**src/rtl/switch_debouncer_pkg.sv**
```systemverilog
// Shared constants and types for the switch debouncer and its consumers.
// The bit-index constants fix which o_sw bit feeds which blinker input.
package switch_debouncer_pkg;

  localparam int unsigned NUM_SW_DEFAULT          = 3;
  localparam int unsigned DEBOUNCE_CYCLES_DEFAULT = 250;
  localparam int unsigned CNT_W_DEFAULT           = 14;

  // Bit mapping of the switch vector at top level
  localparam int unsigned SW_ENABLE = 0;
  localparam int unsigned SW_S2     = 1;
  localparam int unsigned SW_S1     = 2;

  // What the filter does with a channel on a given edge
  typedef enum logic [1:0] {
    FILT_HOLD   = 2'd0,  // synchronised level matches output: clear counter
    FILT_COUNT  = 2'd1,  // level differs, still waiting: advance counter
    FILT_ACCEPT = 2'd2   // level differed long enough: take it and strobe
  } filt_action_e;

  // True when the stability count fits in a CNT_W-bit counter
  function automatic bit debounce_cfg_ok(input int unsigned cycles,
                                         input int unsigned width);
    longint unsigned max_cnt;
    if (width < 1 || width > 31) return 1'b0;
    max_cnt = (64'd1 << width) - 64'd1;
    return (cycles >= 1) && (longint'(cycles) <= max_cnt);
  endfunction

endpackage

```
**src/rtl/switch_debouncer_channel.sv**
```systemverilog
// One debounced switch channel: two-flop synchroniser, stability counter,
// registered level and one-cycle rise/fall strobes.
//
// filter action | meaning
// FILT_HOLD     | sync level equals accepted level, counter cleared
// FILT_COUNT    | sync level differs, counter below terminal count
// FILT_ACCEPT   | sync level differs at terminal count, level taken, strobe
module debounce_channel
  import switch_debouncer_pkg::*;
#(
  parameter int unsigned DEBOUNCE_CYCLES = DEBOUNCE_CYCLES_DEFAULT,
  parameter int unsigned CNT_W           = CNT_W_DEFAULT,
  parameter logic        RESET_LEVEL     = 1'b0
) (
  input  logic i_clck,
  input  logic i_rst_n,
  input  logic i_sw,
  output logic o_sw,
  output logic o_rise,
  output logic o_fall
);

  // Counter value on the edge that accepts a new level
  localparam logic [CNT_W-1:0] CNT_TC = CNT_W'(DEBOUNCE_CYCLES - 1);

  logic             sync1_q, sync2_q;
  logic             level_q, level_d;
  logic [CNT_W-1:0] cnt_q, cnt_d;
  logic             rise_q, rise_d;
  logic             fall_q, fall_d;
  filt_action_e     action;

  // Two-flop synchroniser; sync2_q is the only signal the filter looks at
  always_ff @(posedge i_clck or negedge i_rst_n) begin
    if (!i_rst_n) begin
      sync1_q <= RESET_LEVEL;
      sync2_q <= RESET_LEVEL;
    end else begin
      sync1_q <= i_sw;
      sync2_q <= sync1_q;
    end
  end

  // Decide hold / count / accept and form the next filter state
  always_comb begin
    action  = FILT_HOLD;
    level_d = level_q;
    cnt_d   = '0;
    rise_d  = 1'b0;
    fall_d  = 1'b0;

    if (sync2_q != level_q) begin
      action = (cnt_q == CNT_TC) ? FILT_ACCEPT : FILT_COUNT;
    end

    case (action)
      FILT_COUNT: begin
        cnt_d = cnt_q + 1'b1;
      end
      FILT_ACCEPT: begin
        level_d = sync2_q;
        rise_d  = sync2_q;
        fall_d  = ~sync2_q;
      end
      default: begin
        cnt_d = '0;
      end
    endcase
  end

  // Filter state register; reset discards any partial count
  always_ff @(posedge i_clck or negedge i_rst_n) begin
    if (!i_rst_n) begin
      level_q <= RESET_LEVEL;
      cnt_q   <= '0;
      rise_q  <= 1'b0;
      fall_q  <= 1'b0;
    end else begin
      level_q <= level_d;
      cnt_q   <= cnt_d;
      rise_q  <= rise_d;
      fall_q  <= fall_d;
    end
  end

  assign o_sw   = level_q;
  assign o_rise = rise_q;
  assign o_fall = fall_q;

endmodule

```
**src/rtl/switch_debouncer.sv**
```systemverilog
// Debounces NUM_SW raw switch inputs into clean levels and edge strobes
// for the LED blinker (bit mapping in switch_debouncer_pkg).
module switch_debouncer
  import switch_debouncer_pkg::*;
#(
  parameter int unsigned NUM_SW          = NUM_SW_DEFAULT,
  parameter int unsigned DEBOUNCE_CYCLES = DEBOUNCE_CYCLES_DEFAULT,
  parameter int unsigned CNT_W           = CNT_W_DEFAULT,
  parameter logic        RESET_LEVEL     = 1'b0
) (
  input  logic              i_clck,
  input  logic              i_rst_n,
  input  logic [NUM_SW-1:0] i_sw,
  output logic [NUM_SW-1:0] o_sw,
  output logic [NUM_SW-1:0] o_rise,
  output logic [NUM_SW-1:0] o_fall
);

  // A count that does not fit the counter could never be reached
  if (!debounce_cfg_ok(DEBOUNCE_CYCLES, CNT_W)) begin : g_bad_cfg
    $fatal(1, "switch_debouncer: DEBOUNCE_CYCLES must be 1..2^CNT_W-1");
  end

  if (NUM_SW < 1) begin : g_bad_width
    $fatal(1, "switch_debouncer: NUM_SW must be at least 1");
  end

  // Channels are fully independent; each may strobe on the same edge
  for (genvar n = 0; n < NUM_SW; n++) begin : g_ch
    debounce_channel #(
      .DEBOUNCE_CYCLES(DEBOUNCE_CYCLES),
      .CNT_W          (CNT_W),
      .RESET_LEVEL    (RESET_LEVEL)
    ) u_ch (
      .i_clck (i_clck),
      .i_rst_n(i_rst_n),
      .i_sw   (i_sw[n]),
      .o_sw   (o_sw[n]),
      .o_rise (o_rise[n]),
      .o_fall (o_fall[n])
    );
  end

endmodule

```
**config.mk**
```make
export PLATFORM = sky130hd
export DESIGN_NAME = switch_debouncer
export DESIGN_NICKNAME = d
export VERILOG_FILES = /design/src/rtl/switch_debouncer_pkg.sv /design/src/rtl/switch_debouncer_channel.sv /design/src/rtl/switch_debouncer.sv
export SDC_FILE = /design/constraint.sdc
export NUM_CORES = 1
export LEC_CHECK = 0
export CAP_MARGIN = 20
export CORE_MARGIN = 1
export CORE_UTILIZATION = 40
export CTS_CLUSTER_DIAMETER = 40
export CTS_CLUSTER_SIZE = 24
export DETAILED_ROUTE_END_ITERATION = 8
export HOLD_SLACK_MARGIN = 0.06
export SETUP_SLACK_MARGIN = 0.5
export SLEW_MARGIN = 10
export SYNTH_ARGS = -nofsm -noshare
export SYNTH_HDL_FRONTEND = slang
export SYNTH_SLANG_ARGS = --single-unit
```
**constraint.sdc**
```tcl
create_clock -name i_clck -period 3.85 [get_ports i_clck]
set_input_delay 1.155 -clock i_clck [delete_from_list [all_inputs] [get_ports i_clck]]
set_output_delay 1.155 -clock i_clck [all_outputs]
set_load 0.005 [all_outputs]
```
==> results of run 1 <==
[area by class of cell]
class | instances | area [um^2]
fill | 569 | 3360
sequential | 57 | 1430
multi-input combinational | 165 | 1080
clock buffer | 11 | 151
timing repair buffer | 15 | 140
tap | 77 | 96.3
clock inverter | 5 | 77.6
inverter | 6 | 22.5
[per-layer routing]
metal / global-route usage [%] / wire (um) / vias up
met5: 0 / 0 / -
met4: 7.52 / 82 / 0
met3: 4.77 / 104 / 9
met2: 21.5 / 1930 / 15
met1: 16.8 / 1950 / 776
li1: - / - / 826
[placed cells by master, fill, tap and decap left out, types with 2 or more instances in the layout]
| cell | instances |
|---|---|
| nand4_1 | 11 |
| bufinv_16 | 2 |
| xor2_1 | 22 |
| nor2_2 | 2 |
| mux2_2 | 3 |
| clkbuf_8 | 11 |
| nor3b_1 | 6 |
| nand2_1 | 11 |
| nand3_1 | 13 |
| nand4_2 | 2 |
| and4_4 | 2 |
| and4_2 | 2 |
| nor3_1 | 9 |
| buf_4 | 2 |
| nor4_1 | 2 |
| dfrtp_1 | 57 |
| clkinv_2 | 2 |
| nor2_1 | 47 |
| ha_1 | 6 |
| inv_1 | 6 |
| and3_1 | 4 |
| xnor2_1 | 17 |
| clkdlybuf4s50_1 | 12 |
| or4b_4 | 2 |
[registers in the layout, indices dropped and copies added (netlist names)]
register,flops
g_ch.u_ch.sync2_q,3
g_ch.u_ch.o_sw,3
g_ch.u_ch.o_rise,3
g_ch.u_ch.cnt_q,42
g_ch.u_ch.o_fall,3
g_ch.u_ch.sync1_q,3
[cell families after synthesis]
family / Yosys count / share of synthesized area (%)
and+or+nand+nor: 117 / 23.9
buffers and inverters: 19 / 4.49
xor gates and xnor gates: 39 / 13.0
adders and majority gates: 6 / 2.86
muxes: 3 / 1.29
DFF: 57 / 54.4
[power by group]
| group | total [mW] | internal (mW) | switching, mW | leakage [nW] |
|---|---|---|---|---|
| Sequential | 0.622 | 0.610 | 0.0118 | 0.775 |
| Combinational | 0.0406 | 0.0145 | 0.0261 | 0.416 |
| Clock | 0.628 | 0.397 | 0.231 | 0.115 |
| Total | 1.29 | 1.02 | 0.269 | 1.31 |
[stage by stage]
step	std cells	power [mW]	setup WS, ps	instance area, um^2	hold WS (ps)
floorplan	241	0.653	2170	2620	331
global placement	320	0.674	1800	2760	333
detailed placement	320	0.675	1790	2760	337
CTS	336	1.31	1420	2990	352
global route	336	1.35	1370	2990	357
finish	336	1.29	1440	2990	350
[worst max path at each step]
stage,start,endpoint,slack [ps],depth (start not counted)
6_report,g_ch[1].u_ch.o_sw,o_sw[1],1440,1
5_1_grt,g_ch[0].u_ch.o_sw,o_sw[0],1370,1
4_1_cts,g_ch[1].u_ch.o_sw,o_sw[1],1420,1
3_5_place_dp,g_ch[1].u_ch.o_sw,o_sw[1],1790,1
3_3_place_gp,g_ch[1].u_ch.o_sw,o_sw[1],1800,1
2_1_floorplan,g_ch[0].u_ch.o_sw,o_sw[0],2170,1
==> flow_metrics.tcl, run 1 <==
set metrics [dict create \
    status "complete, no violations" \
    hold_depth 0 \
    antenna_found_initial 0 \
    cts_root_buffer "clkbuf_8" \
    synth_top_area_share_pct 54.4 \
    die_x_um 83.0 \
    path_clk_slew_ps 60 \
    end_kind "output port" \
    grt_pass1_vias 1643 \
    insertion_delay_ps 330 \
    synthTopCellsByCount "dfrtp_1, nor2_1, xor2_1, xnor2_1, nand3_1" \
    synth-seq-cells 57 \
    grt_pass1_wl_um 7460 \
    hp-class "flip-flop to flip-flop" \
    grt_max_degree 35 \
    grt.total_usage_pct 13.8 \
    worstSetupPathType "flip-flop to output port" \
    max_clock_freq_mhz 414 \
    syn_to_final_growth_pct 14.1 \
    regToRegEndpoint "g_ch[1].u_ch.cnt_q[8]" \
    synth_most_common_cell "dfrtp_1" \
    holdPathEnd "g_ch[0].u_ch.sync2_q" \
    synth_ff_type "dfrtp_1" \
    drive_gt1_share_pct 12.7 \
    cts_inserted_buffers 9 \
    hold_violations 0 \
    vias_per_cell 4.84 \
    post_cts_buffers 0 \
    cap_violations 0 \
    async_reset_ff_share_pct 100 \
    antennaDiodeCount 0 \
    power_density_nw_per_um2 431 \
    ctsHtreeMaxLevel 3 \
    avgSynthCellArea_um2 10.9 \
    leakage_nw 1.31 \
    synth_edf_count 0 \
    clock_sinks 57 \
    cts_hold_repair.buffers 0 \
    slowest_stage "clkdlybuf4s50_1" \
    min-delay-start "g_ch[0].u_ch.sync1_q" \
    finalWirelength_um 4070 \
    die_h_um 83.0 \
    rows 29 \
    syn-num-nets 252 \
    start_util_pct 41.3 \
    yosysSeqAreaShare_pct 54.4 \
    cts_tree "yes" \
    ant_nets 0 \
    crit_family "buffers and inverters" \
    crit_chain "clkdlybuf4s50_1" \
    post-route-util_pct 47.1 \
    ctsResizeCount 0 \
    slew_viol_final 0 \
    critPathMaxStageDelay_ps 520 \
    synthTopCellsByArea "dfrtp_1, xor2_1, nor2_1, xnor2_1, buf_4" \
    r2r_start "g_ch[1].u_ch.cnt_q[1]" \
    cp_num_buf_inv 1 \
    syn_area_um2 2620 \
    yosysUniqueCellTypes 27 \
    skew_ps 3.37 \
    post-route-period-util_pct 62.7 \
    worstMarginPinSlew_ps 744 \
    slew_headroom_pct 50.4 \
    period_needed_ps 2410 \
    drc 0 \
    nNetsFinal 265 \
    reg2reg_depth 6 \
    cp_max_fo 5 \
    initialDrtViolationCount 39 \
    dieArea_um2 6880 \
    dpl.hpwl_um 2760 \
    synth_top_area_cell "dfrtp_1" \
    ir_drop_uv 318 \
    first_pass_iters 4 \
    wl_per_cell_um 12.1 \
    ys_warn_count 0 \
    r2r_slack_ps 2130 \
    overflow 0 \
    clock_path_buffers 2 \
    finalSetupViolCount 0 \
    crit_path_start_kind "flip-flop" \
    port_buffers 13 \
    core_region_area_um2 6350 \
    gp_congestion 0.718 \
    ioPinCount 14 \
    setup_tns_ps 0 \
    rsz0062_at_grt "no" \
    critPathArrivalTime_ps 1260 \
    required_ps 2690 \
    route.vias.total 1626 \
    synthCells 241 \
]
(Power assumes the default switching activity.)
==> run 2: changes to the inputs <==
==> constraint.sdc (replaced) <==
create_clock -name i_clck -period 2.2 [get_ports i_clck]
set_input_delay 0.66 -clock i_clck [delete_from_list [all_inputs] [get_ports i_clck]]
set_output_delay 0.66 -clock i_clck [all_outputs]
set_load 0.005 [all_outputs]
==> run 2 against run 1 <==
Compared with the run above: sequential cell count unchanged; first-iteration DRC count grew 140%; global-route usage up 0.56 points; design area increased by 1.4%; die area is the same; sequential power up 75%; critical endpoint unchanged; highest routed layer unchanged.
==> flow_metrics.tcl, run 2 (synthesis results as in run 1) <==
set metrics [dict create \
    status "complete, no violations" \
    p_sw_uw 478 \
    grt_pass1_wl_um 7790 \
    leakage_nw 1.37 \
    ctsHtreeMaxLevel 3 \
    setup_tns_ps 0 \
    start_util_pct 41.3 \
    top_usage_layer "met2" \
    path_clk_slew_ps 70 \
    r2r_start "g_ch[0].u_ch.cnt_q[1]" \
    p_int_mw 1.79 \
    ir_drop_uv 508 \
    path_depth 1 \
    hp-class "primary input to async pin" \
    use_met3_pct 3.38 \
    max_clock_freq_mhz 610 \
    gp_congestion 0.746 \
    swShare_pct 21.1 \
    hold_violations 0 \
    antenna_found_initial 0 \
    post-route-util_pct 47.8 \
    clock_path_buffers 2 \
    p_seq_share_pct 48.0 \
    power_frac_clock_pct 48.7 \
    die_x_um 83.0 \
    cts_inserted_buffers 9 \
    vias_per_cell 4.95 \
    grt.total_usage_pct 14.4 \
    worstMarginPinSlew_ps 298 \
    ioPinCount 14 \
    crit_path_start_kind "flip-flop" \
    crit_family "flip-flops" \
    regToRegEndpoint "g_ch[0].u_ch.cnt_q[11]" \
    critPathMaxStageDelay_ps 380 \
    clock_sinks 57 \
    combPwrFrac_pct 3.3 \
    power_density_nw_per_um2 748 \
    cts_tree "yes" \
    core_region_area_um2 6350 \
    cts_hold_repair.buffers 0 \
    port_buffers 13 \
    insertion_delay_ps 330 \
    slowest_stage "dfrtp_1" \
    dpl.hpwl_um 2700 \
    rows 29 \
    r2r_slack_ps 650 \
    overflow 0 \
    crit_chain "dlygate4sd2_1" \
    post-route-period-util_pct 74.5 \
    layout_common_cells "dfrtp_1, nor2_1, xor2_1" \
    cts_root_buffer "clkbuf_8" \
    finalSetupViolCount 0 \
    cp_max_fo 2 \
    die_h_um 83.0 \
    dieArea_um2 6880 \
    drc 0 \
    slew_headroom_pct 79.9 \
    first_pass_iters 4 \
    syn_to_final_growth_pct 15.7 \
    worstSetupPathType "flip-flop to output port" \
    critPathArrivalTime_ps 980 \
    rsz0062_at_grt "no" \
    period_needed_ps 1640 \
    ant_nets 0 \
    nNetsFinal 268 \
    drive_gt1_share_pct 14.9 \
    finalWirelength_um 4280 \
    skew_ps 4.75 \
    cp_num_buf_inv 1 \
    route.vias.total 1677 \
    reg2reg_depth 6 \
    whs_ps 313 \
    required_ps 1540 \
    largest_register "g_ch.u_ch.cnt_q" \
    grt_max_degree 58 \
    grt_pass1_vias 1702 \
    initialDrtViolationCount 93 \
    slew_viol_final 0 \
    cap_violations 0 \
    antennaDiodeCount 0 \
    largest_register_ffs 42 \
    wl_per_cell_um 12.6 \
    final_common_cell "dfrtp_1" \
    end_kind "output port" \
    met1_usage_pct 17.9 \
    use_met2_pct 22.4 \
]
-- run 2: how the worst max path moves through the flow --
stage / start / to
after detailed placement: g_ch[1].u_ch.cnt_q[1] / g_ch[1].u_ch.cnt_q[10]
final: g_ch[1].u_ch.o_sw / o_sw[1]
after global placement: g_ch[1].u_ch.cnt_q[1] / g_ch[1].u_ch.cnt_q[2]
after global routing: g_ch[1].u_ch.cnt_q[1] / g_ch[1].u_ch.cnt_q[6]
after CTS: g_ch[1].u_ch.o_sw / o_sw[1]
after floorplan: g_ch[1].u_ch.cnt_q[1] / g_ch[1].u_ch.cnt_q[10]
-- run 2: power groups by stage --
stage	clock network, mW	registers (mW)	logic [mW]
finish	1.10	1.09	0.0752
global route	1.17	1.09	0.0878
CTS	1.14	1.09	0.0772
detailed placement	0	1.11	0.0758
global placement	0	1.11	0.0746
floorplan	0	1.10	0.0412
-- run 2: what timing repair did --
item                                    4_1_cts  5_1_grt
buffers inserted                              3        1
hold endpoints to repair                      0        0
pin swaps                                     0        1
endpoints found under the setup margin       39       22
gates resized for setup                      12        2
-- run 2: layout make-up --
| class | count | area (um^2) |
|---|---|---|
| fill | 569 | 3320 |
| sequential | 57 | 1430 |
| multi-input combinational | 165 | 1090 |
| timing repair buffer | 18 | 164 |
| clock buffer | 11 | 151 |
| tap | 77 | 96.3 |
| clock inverter | 5 | 77.6 |
| inverter | 6 | 22.5 |
-- run 2: metal layers --
metal	up-vias	part of all wire, %
met4	0	2.8
met2	19	46
li1	835	-
met1	813	48
met5	-	0
met3	10	2.9
-- run 2: per-stage QoR --
stage,power [mW],cells,setup slack [ps],area (um^2)
floorplan,1.14,241,732,2620
global placement,1.18,319,434,2770
detailed placement,1.18,319,413,2770
CTS,2.30,338,533,3020
global route,2.35,339,510,3030
finish,2.27,339,561,3030
==> run 3: changes to the inputs <==
==> constraint.sdc (replaced) <==
create_clock -name i_clck -period 1.4 [get_ports i_clck]
set_input_delay 0.42 -clock i_clck [delete_from_list [all_inputs] [get_ports i_clck]]
set_output_delay 0.42 -clock i_clck [all_outputs]
set_load 0.005 [all_outputs]
==> run 3 against run 2 <==
Compared with the run above: the run now ends with negative hold slack, negative setup slack left; non-clock buffer count is 47 higher; via count grew 11%; cell count grew 14%; clock power grew 52%; design area up 14%; critical path type is now flip-flop to flip-flop; total power rose by 58%; worst hold slack worse by 360 ps; die area unchanged; routed wire length is 16% higher; sequential power is 56% higher; critical endpoint is now g_ch[2].u_ch.o_sw.
==> flow_metrics.tcl, run 3 (synthesis results as in run 1) <==
set metrics [dict create \
    fin_ws_ps -78.6 \
    overflow 0 \
    total_power_mw 3.58 \
    cp_num_buf_inv 2 \
    initialDrtViolationCount 64 \
    ctsHtreeMaxLevel 3 \
    reg2reg_depth 6 \
    crit_path_start_kind "flip-flop" \
    worstSetupPathType "flip-flop to flip-flop" \
    dieArea_um2 6880 \
    port_buffers 13 \
    die_h_um 83.0 \
    cap_violations 0 \
    required_ps 1630 \
    grt_pass1_wl_um 8580 \
    slowest_stage "dfrtp_1" \
    wl_per_cell_um 12.8 \
    place_area_um2 3180 \
    core_region_area_um2 6350 \
    antenna_found_initial 0 \
    finalWirelength_um 4950 \
    end_kind "flip-flop" \
    antennaDiodeCount 0 \
    ioPinCount 14 \
    largest_register "g_ch.u_ch.cnt_q" \
    slew_headroom_pct 80.2 \
    worstMarginPinSlew_ps 297 \
    r2r_slack_ps -80 \
    gp_congestion 0.783 \
    drc 0 \
    nNetsFinal 315 \
    largest_register_ffs 42 \
    path_clk_slew_ps 70 \
    cts_tree "yes" \
    die_x_um 83.0 \
    hold_violations 10 \
    final_common_cell "dfrtp_1" \
    layout_common_cells "dfrtp_1, nor2_1, buf_4" \
    skew_ps 11.0 \
    slew_viol_final 0 \
    cts_root_buffer "clkbuf_8" \
    regToRegEndpoint "g_ch[2].u_ch.o_sw" \
    crit_chain "inv_1 > ha_1 > nor4b_4 > nand4_1 > buf_4 > mux2_2" \
    max_clock_freq_mhz 676 \
    insertion_delay_ps 340 \
    cp_max_fo 2 \
    dpl.hpwl_um 3400 \
    hp-class "primary input to async pin" \
    rows 29 \
    fin_area_um2 3470 \
    syn_to_final_growth_pct 32.4 \
    start_util_pct 41.3 \
    ir_drop_uv 814 \
    vias_per_cell 4.81 \
    post-route-period-util_pct 106 \
    period_needed_ps 1480 \
    clock_path_buffers 2 \
    grt.total_usage_pct 16.2 \
    drive_gt1_share_pct 34.6 \
    crit_family "flip-flops" \
    finalSetupViolCount 29 \
    critPathMaxStageDelay_ps 380 \
    route.vias.total 1855 \
    grt_pass1_vias 1821 \
    violations "negative hold slack, negative setup slack" \
    grt_max_degree 36 \
    setup_tns_ps -1040 \
    cts_inserted_buffers 9 \
    whs_ps -46.5 \
    critPathArrivalTime_ps 1700 \
    rsz0062_at_grt "yes" \
    ant_nets 0 \
    status "complete, but fails checks" \
    first_pass_iters 3 \
    clock_sinks 57 \
    leakage_nw 1.59 \
    r2r_start "g_ch[2].u_ch.cnt_q[1]" \
    power_density_nw_per_um2 1030 \
]
==> run 3: through the flow <==
stage	utilization [%]	hold slack, ps	cells	setup WS [ps]
final	54.6	-46.5	386	-78.6
after detailed placement	50.1	325	366	-79.2
after floorplan	-	124	241	-0.0514
after global routing	54.6	-48.5	386	-186
after CTS	54.2	-47.1	385	-91.8
after global placement	50.1	324	366	-79.7
==> run 3: layout make-up <==
class	instances	area (um^2)
Timing Repair Buffer	65	542
Clock inverter	6	82.6
Tap cell	77	96.3
Multi-Input combinational cell	165	1170
Fill cell	550	2880
Inverter	6	22.5
Sequential cell	57	1430
Clock buffer	10	128
==> run 3: worst reg2reg max path, stage by stage (launching register included) <==
cell and delay [ps]:
dfrtp_1 380, inv_1 60, ha_1 130, nor4b_4 170, nand4_1 180, buf_4 190
mux2_2 260
==> run 3: per-layer routing <==
layer	track usage (%)	vias to the layer above	share of wire [%]
met3	4.77	8	2.5
met5	0	-	0
met2	24.4	15	46
met1	21.1	901	49
li1	-	931	-
met4	8.46	0	2.2
==> run 3: what timing repair did <==
action / in CTS / in global routing
hold endpoints to repair: 10 / 10
gates cloned: 1 / 0
setup buffers: 2 / 1
resized for setup: 47 / 4
endpoints found under the setup margin: 60 / 60
pin swaps: 5 / 4
==> run 3: where the power goes <==
| part | leakage (nW) | total, mW | internal [mW] | switching, mW |
|---|---|---|---|---|
| sequential | 0.775 | 1.70 | 1.68 | 0.0239 |
| combinational | 0.709 | 0.212 | 0.112 | 0.101 |
| clock | 0.106 | 1.67 | 0.992 | 0.674 |
| total | 1.59 | 3.58 | 2.78 | 0.799 |
==> run 3: how the worst max path moves through the flow <==
| stage | to | cells past startpoint | from |
|---|---|---|---|
| floorplan | g_ch[0].u_ch.cnt_q[13] | 4 | g_ch[0].u_ch.cnt_q[0] |
| global placement | g_ch[1].u_ch.o_rise | 6 | g_ch[1].u_ch.cnt_q[1] |
| detailed placement | g_ch[1].u_ch.o_fall | 6 | g_ch[1].u_ch.cnt_q[1] |
| CTS | g_ch[0].u_ch.o_sw | 5 | g_ch[0].u_ch.cnt_q[1] |
| global route | g_ch[0].u_ch.cnt_q[10] | 7 | g_ch[0].u_ch.cnt_q[1] |
| finish | g_ch[2].u_ch.o_sw | 6 | g_ch[2].u_ch.cnt_q[1] |
